[config.mk]
export PLATFORM = sky130hd
export DESIGN_NAME = ip_host_intf_flat
export DESIGN_NICKNAME = d
export VERILOG_FILES = /design/src/rtl/ip_host_pkg.sv /design/src/rtl/ip_host_intf_if.sv /design/src/rtl/ip_sdp_ram.sv /design/src/rtl/ip_host_intf.sv /design/src/flat_wrapper.sv
export SDC_FILE = /design/constraint.sdc
export NUM_CORES = 1
export LEC_CHECK = 0
export BUFFER_PORTS_ARGS = -buffer_cell sky130_fd_sc_hd__buf_2
export CORE_ASPECT_RATIO = 1.5
export CORE_MARGIN = 5
export CORE_UTILIZATION = 39
export DETAILED_ROUTE_END_ITERATION = 10
export PLACE_DENSITY = 0.63
export SETUP_SLACK_MARGIN = 0.02
export SLEW_MARGIN = 10
export SYNTH_ARGS = -nofsm -noshare
export SYNTH_HDL_FRONTEND = slang
export SYNTH_SLANG_ARGS = --single-unit
[constraint.sdc]
create_clock -name clk -period 1.9 [get_ports clk]
set_input_delay 0.285 -clock clk [delete_from_list [all_inputs] [get_ports clk]]
set_output_delay 0.285 -clock clk [all_outputs]
set_load 0.02 [all_outputs]
[src/rtl/ip_host_pkg.sv]
// Shared definitions for the IP host interface: bus selector map,
// status register layout and field widths.
package ip_host_pkg;

  localparam int SEL_W = 5;

  localparam logic [SEL_W-1:0] SEL_MIN_DATA  = 5'h00;
  localparam logic [SEL_W-1:0] SEL_MIN_PTR   = 5'h01;
  localparam logic [SEL_W-1:0] SEL_MOUT_DATA = 5'h02;
  localparam logic [SEL_W-1:0] SEL_MOUT_PTR  = 5'h03;
  localparam logic [SEL_W-1:0] SEL_CFG_DATA  = 5'h04;
  localparam logic [SEL_W-1:0] SEL_CFG_PTR   = 5'h05;
  localparam logic [SEL_W-1:0] SEL_STATUS    = 5'h1E;
  localparam logic [SEL_W-1:0] SEL_ID        = 5'h1F;

  localparam int STAT_MASK_W = 16;
  localparam int STAT_FLAG_W = 16;

  // Status word as seen on the bus: mask in the upper half, flags below.
  typedef struct packed {
    logic [STAT_MASK_W-1:0] mask;
    logic [STAT_FLAG_W-1:0] flags;
  } status_t;

endpackage

[src/rtl/ip_host_intf_if.sv]
// Host-side configuration bus bundle: selector, strobes, write data,
// registered read data and the active-low interrupt.
interface ip_host_intf_if
  import ip_host_pkg::*;
#(
  parameter int DW = 32
);
  logic [SEL_W-1:0] conf_dbus;
  logic [DW-1:0]    data_in;
  logic             read;
  logic             write;
  logic             start;
  logic [DW-1:0]    data_out;
  logic             int_n;

  modport master (
    output conf_dbus, data_in, read, write, start,
    input  data_out, int_n
  );

  modport slave (
    input  conf_dbus, data_in, read, write, start,
    output data_out, int_n
  );
endinterface

[src/rtl/ip_sdp_ram.sv]
// Simple dual-port RAM: one write port, one registered read port.
// A read and a write to the same address in one cycle return the old word.
module ip_sdp_ram #(
  parameter int W  = 32,
  parameter int AW = 4
) (
  input  logic          clk,
  input  logic          we,
  input  logic [AW-1:0] waddr,
  input  logic [W-1:0]  wdata,
  input  logic [AW-1:0] raddr,
  output logic [W-1:0]  rdata
);

  logic [W-1:0] mem [2**AW];

  // Write port and read-before-write registered read port.
  always_ff @(posedge clk) begin
    if (we) mem[waddr] <= wdata;
    rdata <= mem[raddr];
  end

endmodule

[src/rtl/ip_host_intf.sv]
// Slave-side host interface of the processing IP: decodes the config bus,
// owns input/output memories, config registers, status/interrupt and ID,
// and presents memories and config to the core.
module ip_host_intf
  import ip_host_pkg::*;
#(
  parameter logic [31:0] IP_ID   = 32'h0000_1001,
  parameter int          DW      = 32,
  parameter int          MIN_AW  = 4,
  parameter int          MOUT_AW = 4,
  parameter int          CFG_AW  = 2
) (
  input  logic                   clk,
  input  logic                   rst_n,
  ip_host_intf_if.slave          bus,
  output logic                   core_start,
  input  logic [MIN_AW-1:0]      core_min_addr,
  output logic [DW-1:0]          core_min_data,
  input  logic                   core_mout_we,
  input  logic [MOUT_AW-1:0]     core_mout_addr,
  input  logic [DW-1:0]          core_mout_data,
  input  logic [CFG_AW-1:0]      core_cfg_sel,
  output logic [DW-1:0]          core_cfg_data,
  input  logic [STAT_FLAG_W-1:0] core_flags_set
);

  localparam int CFG_N = 2**CFG_AW;

  logic [MIN_AW-1:0]      min_ptr;
  logic [MOUT_AW-1:0]     mout_ptr;
  logic [CFG_AW-1:0]      cfg_ptr;
  logic [DW-1:0]          cfg_q [CFG_N];
  status_t                stat;
  logic [STAT_FLAG_W-1:0] flags_clr;
  logic [STAT_FLAG_W-1:0] flags_nxt;
  logic                   int_n_q;

  logic rd_en, wr_en;
  logic min_we, min_ptr_we, mout_rd, mout_ptr_we, cfg_we, cfg_ptr_we, stat_we;
  logic [DW-1:0] mout_q;
  logic [DW-1:0] rd_mux;

  logic          rd_vld_p1;
  logic          rd_mout_p1;
  logic [DW-1:0] rd_word_p1;
  logic [DW-1:0] rd_data_p2;

  // A simultaneous read wins; the write is dropped.
  assign rd_en = bus.read;
  assign wr_en = bus.write & ~bus.read;

  assign min_we      = wr_en && (bus.conf_dbus == SEL_MIN_DATA);
  assign min_ptr_we  = wr_en && (bus.conf_dbus == SEL_MIN_PTR);
  assign mout_ptr_we = wr_en && (bus.conf_dbus == SEL_MOUT_PTR);
  assign cfg_we      = wr_en && (bus.conf_dbus == SEL_CFG_DATA);
  assign cfg_ptr_we  = wr_en && (bus.conf_dbus == SEL_CFG_PTR);
  assign stat_we     = wr_en && (bus.conf_dbus == SEL_STATUS);
  assign mout_rd     = rd_en && (bus.conf_dbus == SEL_MOUT_DATA);

  ip_sdp_ram #(.W(DW), .AW(MIN_AW)) u_memin (
    .clk   (clk),
    .we    (min_we),
    .waddr (min_ptr),
    .wdata (bus.data_in),
    .raddr (core_min_addr),
    .rdata (core_min_data)
  );

  ip_sdp_ram #(.W(DW), .AW(MOUT_AW)) u_memout (
    .clk   (clk),
    .we    (core_mout_we),
    .waddr (core_mout_addr),
    .wdata (core_mout_data),
    .raddr (mout_ptr),
    .rdata (mout_q)
  );

  // Memory/config pointers: explicit loads, post-increment on data access, natural wrap.
  always_ff @(posedge clk or negedge rst_n) begin
    if (!rst_n) begin
      min_ptr  <= '0;
      mout_ptr <= '0;
      cfg_ptr  <= '0;
    end else begin
      if (min_ptr_we)       min_ptr  <= bus.data_in[MIN_AW-1:0];
      else if (min_we)      min_ptr  <= min_ptr + 1'b1;
      if (mout_ptr_we)      mout_ptr <= bus.data_in[MOUT_AW-1:0];
      else if (mout_rd)     mout_ptr <= mout_ptr + 1'b1;
      if (cfg_ptr_we)       cfg_ptr  <= bus.data_in[CFG_AW-1:0];
      else if (cfg_we)      cfg_ptr  <= cfg_ptr + 1'b1;
    end
  end

  // Config register file written through the config pointer.
  always_ff @(posedge clk or negedge rst_n) begin
    if (!rst_n) begin
      for (int i = 0; i < CFG_N; i++) cfg_q[i] <= '0;
    end else if (cfg_we) begin
      cfg_q[cfg_ptr] <= bus.data_in;
    end
  end

  assign core_cfg_data = cfg_q[core_cfg_sel];

  // A core set pulse overrides a host clear of the same bit.
  assign flags_clr = stat_we ? bus.data_in[STAT_FLAG_W-1:0] : '0;
  assign flags_nxt = (stat.flags & ~flags_clr) | core_flags_set;

  // Status flags and mask.
  always_ff @(posedge clk or negedge rst_n) begin
    if (!rst_n) begin
      stat <= '0;
    end else begin
      stat.flags <= flags_nxt;
      if (stat_we) stat.mask <= bus.data_in[STAT_FLAG_W +: STAT_MASK_W];
    end
  end

  // Registered interrupt and start pulse.
  always_ff @(posedge clk or negedge rst_n) begin
    if (!rst_n) begin
      int_n_q    <= 1'b1;
      core_start <= 1'b0;
    end else begin
      int_n_q    <= ~|(stat.flags & stat.mask);
      core_start <= bus.start;
    end
  end

  // Read mux for register-backed locations; write-only and unmapped read as 0.
  always_comb begin
    rd_mux = '0;
    case (bus.conf_dbus)
      SEL_MIN_PTR:  rd_mux = DW'(min_ptr);
      SEL_MOUT_PTR: rd_mux = DW'(mout_ptr);
      SEL_CFG_PTR:  rd_mux = DW'(cfg_ptr);
      SEL_STATUS:   rd_mux = DW'(stat);
      SEL_ID:       rd_mux = DW'(IP_ID);
      default:      rd_mux = '0;
    endcase
  end

  // Stage p1: capture the read strobe and register-backed word alongside the RAM read.
  always_ff @(posedge clk or negedge rst_n) begin
    if (!rst_n) begin
      rd_vld_p1  <= 1'b0;
      rd_mout_p1 <= 1'b0;
      rd_word_p1 <= '0;
    end else begin
      rd_vld_p1  <= rd_en;
      rd_mout_p1 <= mout_rd;
      rd_word_p1 <= rd_mux;
    end
  end

  // Stage p2: update host read data, held until the next read.
  always_ff @(posedge clk or negedge rst_n) begin
    if (!rst_n) begin
      rd_data_p2 <= '0;
    end else if (rd_vld_p1) begin
      rd_data_p2 <= rd_mout_p1 ? mout_q : rd_word_p1;
    end
  end

  assign bus.data_out = rd_data_p2;
  assign bus.int_n    = int_n_q;

endmodule

[src/flat_wrapper.sv]
// flat-port wrapper written by rule: the top's interface ports become plain ports
module ip_host_intf_flat import ip_host_pkg::*;
#(
  parameter logic [31:0] IP_ID   = 32'h0000_1001,
  parameter int          DW      = 32,
  parameter int          MIN_AW  = 4,
  parameter int          MOUT_AW = 4,
  parameter int          CFG_AW  = 2
)
  (clk, rst_n, core_start, core_min_addr, core_min_data, core_mout_we, core_mout_addr, core_mout_data, core_cfg_sel, core_cfg_data, core_flags_set, bus_conf_dbus, bus_data_in, bus_read, bus_write, bus_start, bus_data_out, bus_int_n);
  ip_host_intf_if #(.DW(DW)) bus_i ();
  input  logic clk;
  input  logic rst_n;
  output logic core_start;
  input  logic [MIN_AW-1:0] core_min_addr;
  output logic [DW-1:0] core_min_data;
  input  logic core_mout_we;
  input  logic [MOUT_AW-1:0] core_mout_addr;
  input  logic [DW-1:0] core_mout_data;
  input  logic [CFG_AW-1:0] core_cfg_sel;
  output logic [DW-1:0] core_cfg_data;
  input  logic [STAT_FLAG_W-1:0] core_flags_set;
  input wire logic [$bits(bus_i.conf_dbus)-1:0] bus_conf_dbus;
  input wire logic [$bits(bus_i.data_in)-1:0] bus_data_in;
  input wire logic [$bits(bus_i.read)-1:0] bus_read;
  input wire logic [$bits(bus_i.write)-1:0] bus_write;
  input wire logic [$bits(bus_i.start)-1:0] bus_start;
  output wire logic [$bits(bus_i.data_out)-1:0] bus_data_out;
  output wire logic [$bits(bus_i.int_n)-1:0] bus_int_n;
  assign bus_i.conf_dbus = bus_conf_dbus;
  assign bus_i.data_in = bus_data_in;
  assign bus_i.read = bus_read;
  assign bus_i.write = bus_write;
  assign bus_i.start = bus_start;
  assign bus_data_out = bus_i.data_out;
  assign bus_int_n = bus_i.int_n;
  ip_host_intf #(.IP_ID(IP_ID), .DW(DW), .MIN_AW(MIN_AW), .MOUT_AW(MOUT_AW), .CFG_AW(CFG_AW)) u_core (.clk(clk), .rst_n(rst_n), .bus(bus_i), .core_start(core_start), .core_min_addr(core_min_addr), .core_min_data(core_min_data), .core_mout_we(core_mout_we), .core_mout_addr(core_mout_addr), .core_mout_data(core_mout_data), .core_cfg_sel(core_cfg_sel), .core_cfg_data(core_cfg_data), .core_flags_set(core_flags_set));
endmodule
==> key figures <==
Floorplan
  – Initial Util: 0.3919
  – Die area: 136400 um^2
  – Site Rows: approximately 160
  – DIE WIDTH: 303.2 um
  – Core ar.: 128300 um^2
  – Top Ports: 199
  – Die Y: 449.8 um

Worst setup path
  – Worst Setup SP: u_core.cfg_q[17]$_DFFE_PN0P_
  – FF-to-FF Start: u_core.mout_ptr[0]$_DFFE_PN0P_
  – Reg-to-reg slack, setup: around 0.07 ns
  – Data arrival, critical path: 1.87 ns
  – CP endpoint kind: primary output
  – Worst R2R End: u_core.u_memout.rdata[3]$_DFF_P_
  – Critical path launch point type: register
  – Crit path max fanout: 2
  – CP Class: register to primary output
  – Crit path required time: 1.62 ns
  – Reg2reg path depth: 7

Status
  – Failing checks: negative setup slack
  – Outcome: complete, but fails checks

Finish
  – Final non-filler cell total: 4705
  – P&R area growth vs syn: 21.42%
  – Area of the multi-input gates: about 12000 um^2
  – Filler cells: 10.57k
  – Post-layout net count: approximately 3k
  – Reg area: 38000 um^2
  – Cell area after layout: 61060 um^2
  – Ratio of cells with drive above 1 in the final layout: 0.3586

CTS
  – Total clock sinks: 1326
  – CTS tree: built
  – Clk root buf: clkbuf_16
  – Clk Latency, worst-skew pair: ~0.71 ns
  – CTS Buf Count: 121
  – Clock tree buffer depth: 3
  – H-tree Lvls: 3
  – Clk pin slew, worst setup/hold paths: 0.07 ns

Power
  – LEAKAGE: between 20 and 25 nW
  – Total power divided by cell area: about 1100 nW/um^2
  – Worst vdd ir: slightly below 0.8 mV

STA
  – Clock skew: 0.02394 ns
  – RSZ-0062 raised after global routing: true
  – Final setup viols: 32
  – FMAX: approximately 0.46 GHz
  – Final Hold Viols: 0
  – Min setup slack post-route: -0.2523 ns
  – Max Slew Vio Count: 0
  – Tightest Pin Transition: 0.6046 ns
  – Final Cycle Share: 1.133
  – Slew HR: 0.5969
  – Period minus WS final: 2.152 ns

Synth
  – Post-Syn Nets: between 2k and 3k
  – Leading cell types by count after synthesis: 1024 x edfxtp_1, 256 x mux4_2, 237 x dfrtp_1
  – Avg Inst Size Synth: 20.59 um^2
  – Area contributors post-synth: edfxtp_1 61%, dfrtp_1 12%, mux4_2 11%, mux2i_1 3.3%, mux2_2 3.1%
  – Top FF cell, synth: edfxtp_1
  – Post-synth ARST share: 0.1795
  – Most common cell in the netlist: edfxtp_1
  – Mapped Area: just over 50000 um^2
  – Post-synth top area cell: edfxtp_1
  – #FFs+latches synth: about 1.3k
  – Ys Warns: 0
  – Unique masters post-synth: 49
  – Cells after Synth: approximately 2.4k
  – Sequential element share of the synthesized area: 0.7554
  – Synth top area share: 0.6114
  – Number of synthesized flops with an enable pin: 1024

Job
  – MaxCap Viol Count: 0

Global routing
  – GRT met3 Usage: 0.04091
  – Met1 Use GR: 0.2314
  – Met2 GRT Util: 0.2980
  – GR Util All Layers: 0.1773
  – Initial antenna violation count: 11
  – Number of global-route vias before repair: 26.54k
  – Pin count of the biggest net entering global routing: 65
  – First-pass GRT wire length: about 180000 um
  – Remaining Overflow, GRT: 0
  – Gr busiest metal: met2

Worst hold path
  – Hold Path Class: primary input to register
  – Hold EP: u_core.u_memin.mem[4][16]$_DFFE_PP_
  – Cell count of the worst hold path: 1
  – Hold path startpoint: bus_data_in[16]

Placement
  – DP HPWL: 79650 um
  – Placed Area: 55510 um^2
  – Placer Congestion: 0.8086
  – Post-Place Cells: about 4.4k
  – PortBufs: a little under 200

Routing
  – First-pass DRT Iterations: 5
  – Vias per cell: 5.327
  – Vias: approximately 25k
  – Drt wl/cell: 26.18 um
  – Antenna Violating Nets Remaining: 0
  – WL final: 123200 um
  – Remaining DRCs: 0
  – Iter 0 DRT Violations: between 1.5k and 2k
==> worst max-delay path by stage <==
stage                                                      to  slack (ns)  cells past startpoint
final                                       core_cfg_data[17]       -0.25                      2
after detailed placement   u_core.u_memin.mem[5][7]$_DFFE_PP_       -0.31                      6
after CTS                                   core_cfg_data[17]       -0.32                      2
after global routing                        core_cfg_data[17]       -0.29                      2
after floorplan           u_core.u_memout.mem[9][0]$_DFFE_PP_       -0.41                      2
after global placement     u_core.u_memin.mem[5][7]$_DFFE_PP_       -0.28                      6
==> critical path, cell delays in order, from the launching register on <==
cell     delay [ns]
dfrtp_1        0.39
mux4_2         0.59
buf_6          0.18
==> layer usage <==
layer,share of wire,vias up
met1,0.39,13160
met3,0.081,161
met2,0.51,893
li1,-,10840
met4,0.026,6
met5,0.00032,-
==> layout make-up <==
class | count | share of cell area
sequential | 1326 | 0.6222
clock buffer | 155 | 0.05424
tap | 1711 | 0.03506
clock inverter | 75 | 0.01541
antenna | 7 | 0.0002869
multi-input combinational | 977 | 0.1980
timing repair buffer | 445 | 0.07418
inverter | 9 | 0.0005532
==> through the flow <==
| step | util | setup TNS, ns | worst slack, ns | power [mW] | hold slack [ns] |
|---|---|---|---|---|---|
| global placement | 0.4326 | -131.82 | -0.2835 | 41.10 | 0.2464 |
| CTS | 0.4728 | -7.720 | -0.3151 | 67.08 | 0.003559 |
| finish | 0.4759 | -5.913 | -0.2523 | 66.82 | 0.05066 |
| detailed placement | 0.4326 | -151.36 | -0.3135 | 41.30 | 0.2568 |
| floorplan | - | -165.72 | -0.4113 | 38.00 | -0.01059 |
| global route | 0.4758 | -7.477 | -0.2868 | 69.32 | 0.04252 |
==> power by group <==
| group | internal (mW) | total (mW) | switching, mW |
|---|---|---|---|
| registers | 32.3 | 32.8 | 0.558 |
| logic | 3.82 | 8.44 | 4.63 |
| clock network | 15.1 | 25.6 | 10.5 |
==> layout by cell type, fill, tap and decap left out, types with 5 or more instances in the layout <==
cell and count:
inv_1 9, mux2_4 8, bufinv_16 20, clkinv_2 25
mux2i_1 161, buf_4 84, a21oi_1 34, diode_2 7
clkbuf_8 12, dlygate4sd3_1 57, o21ai_0 33, clkbuf_1 20
nor3_4 5, a22oi_1 36, clkinv_4 7, clkbuf_16 127
ha_1 9, dfrtp_1 233, nand2_1 55, a221oi_2 27
clkinv_1 15, a21o_1 16, o21ai_1 5, nor2_4 12
a221oi_1 39, nor2_1 41, and3_1 5, and2_1 27
buf_6 39, dfxtp_1 64, and2_4 16, mux4_2 256
buf_12 93, edfxtp_1 1024, mux2_2 137, buf_2 163
==> registers in the layout (all words and copies together), names as in the netlist <==
name                   cells
u_core.core_start          1
u_core.rd_mout_p1          1
u_core.u_memin.mem       512
u_core.bus.data_out       32
u_core.min_ptr             4
u_core.cfg_q             128
u_core.stat               32
u_core.rd_word_p1         32
u_core.cfg_ptr             2
u_core.mout_ptr            4
u_core.u_memin.rdata      32
u_core.u_memout.rdata     32
u_core.u_memout.mem      512
u_core.bus.int_n           1
u_core.rd_vld_p1           1
==> repair_timing <==
item | CTS | global route
hold buffers | 57 | 1
setup endpoints to repair | 49 | 179
cloned | 0 | 4
setup buffers | 12 | 5
hold endpoints to repair | 836 | 1
resized for setup | 68 | 46
pin swaps | 0 | 17
==> cells by family (layout without fill, tap and decap cells) <==
logic type	count (synthesis)	after routing	share of synthesized area
DFF	1326	1326	0.7554
muxes	565	565	0.1804
adders and majority gates	9	9	0.002239
AOI/OAI and AO/OA	205	205	0.02911
xor gates and xnor gates	1	1	0.0001742
and+or+nand+nor	197	197	0.02010
other	0	7	0
buffers and inverters	139	684	0.01264
No activity file was read; power rests on OpenSTA's default activity.
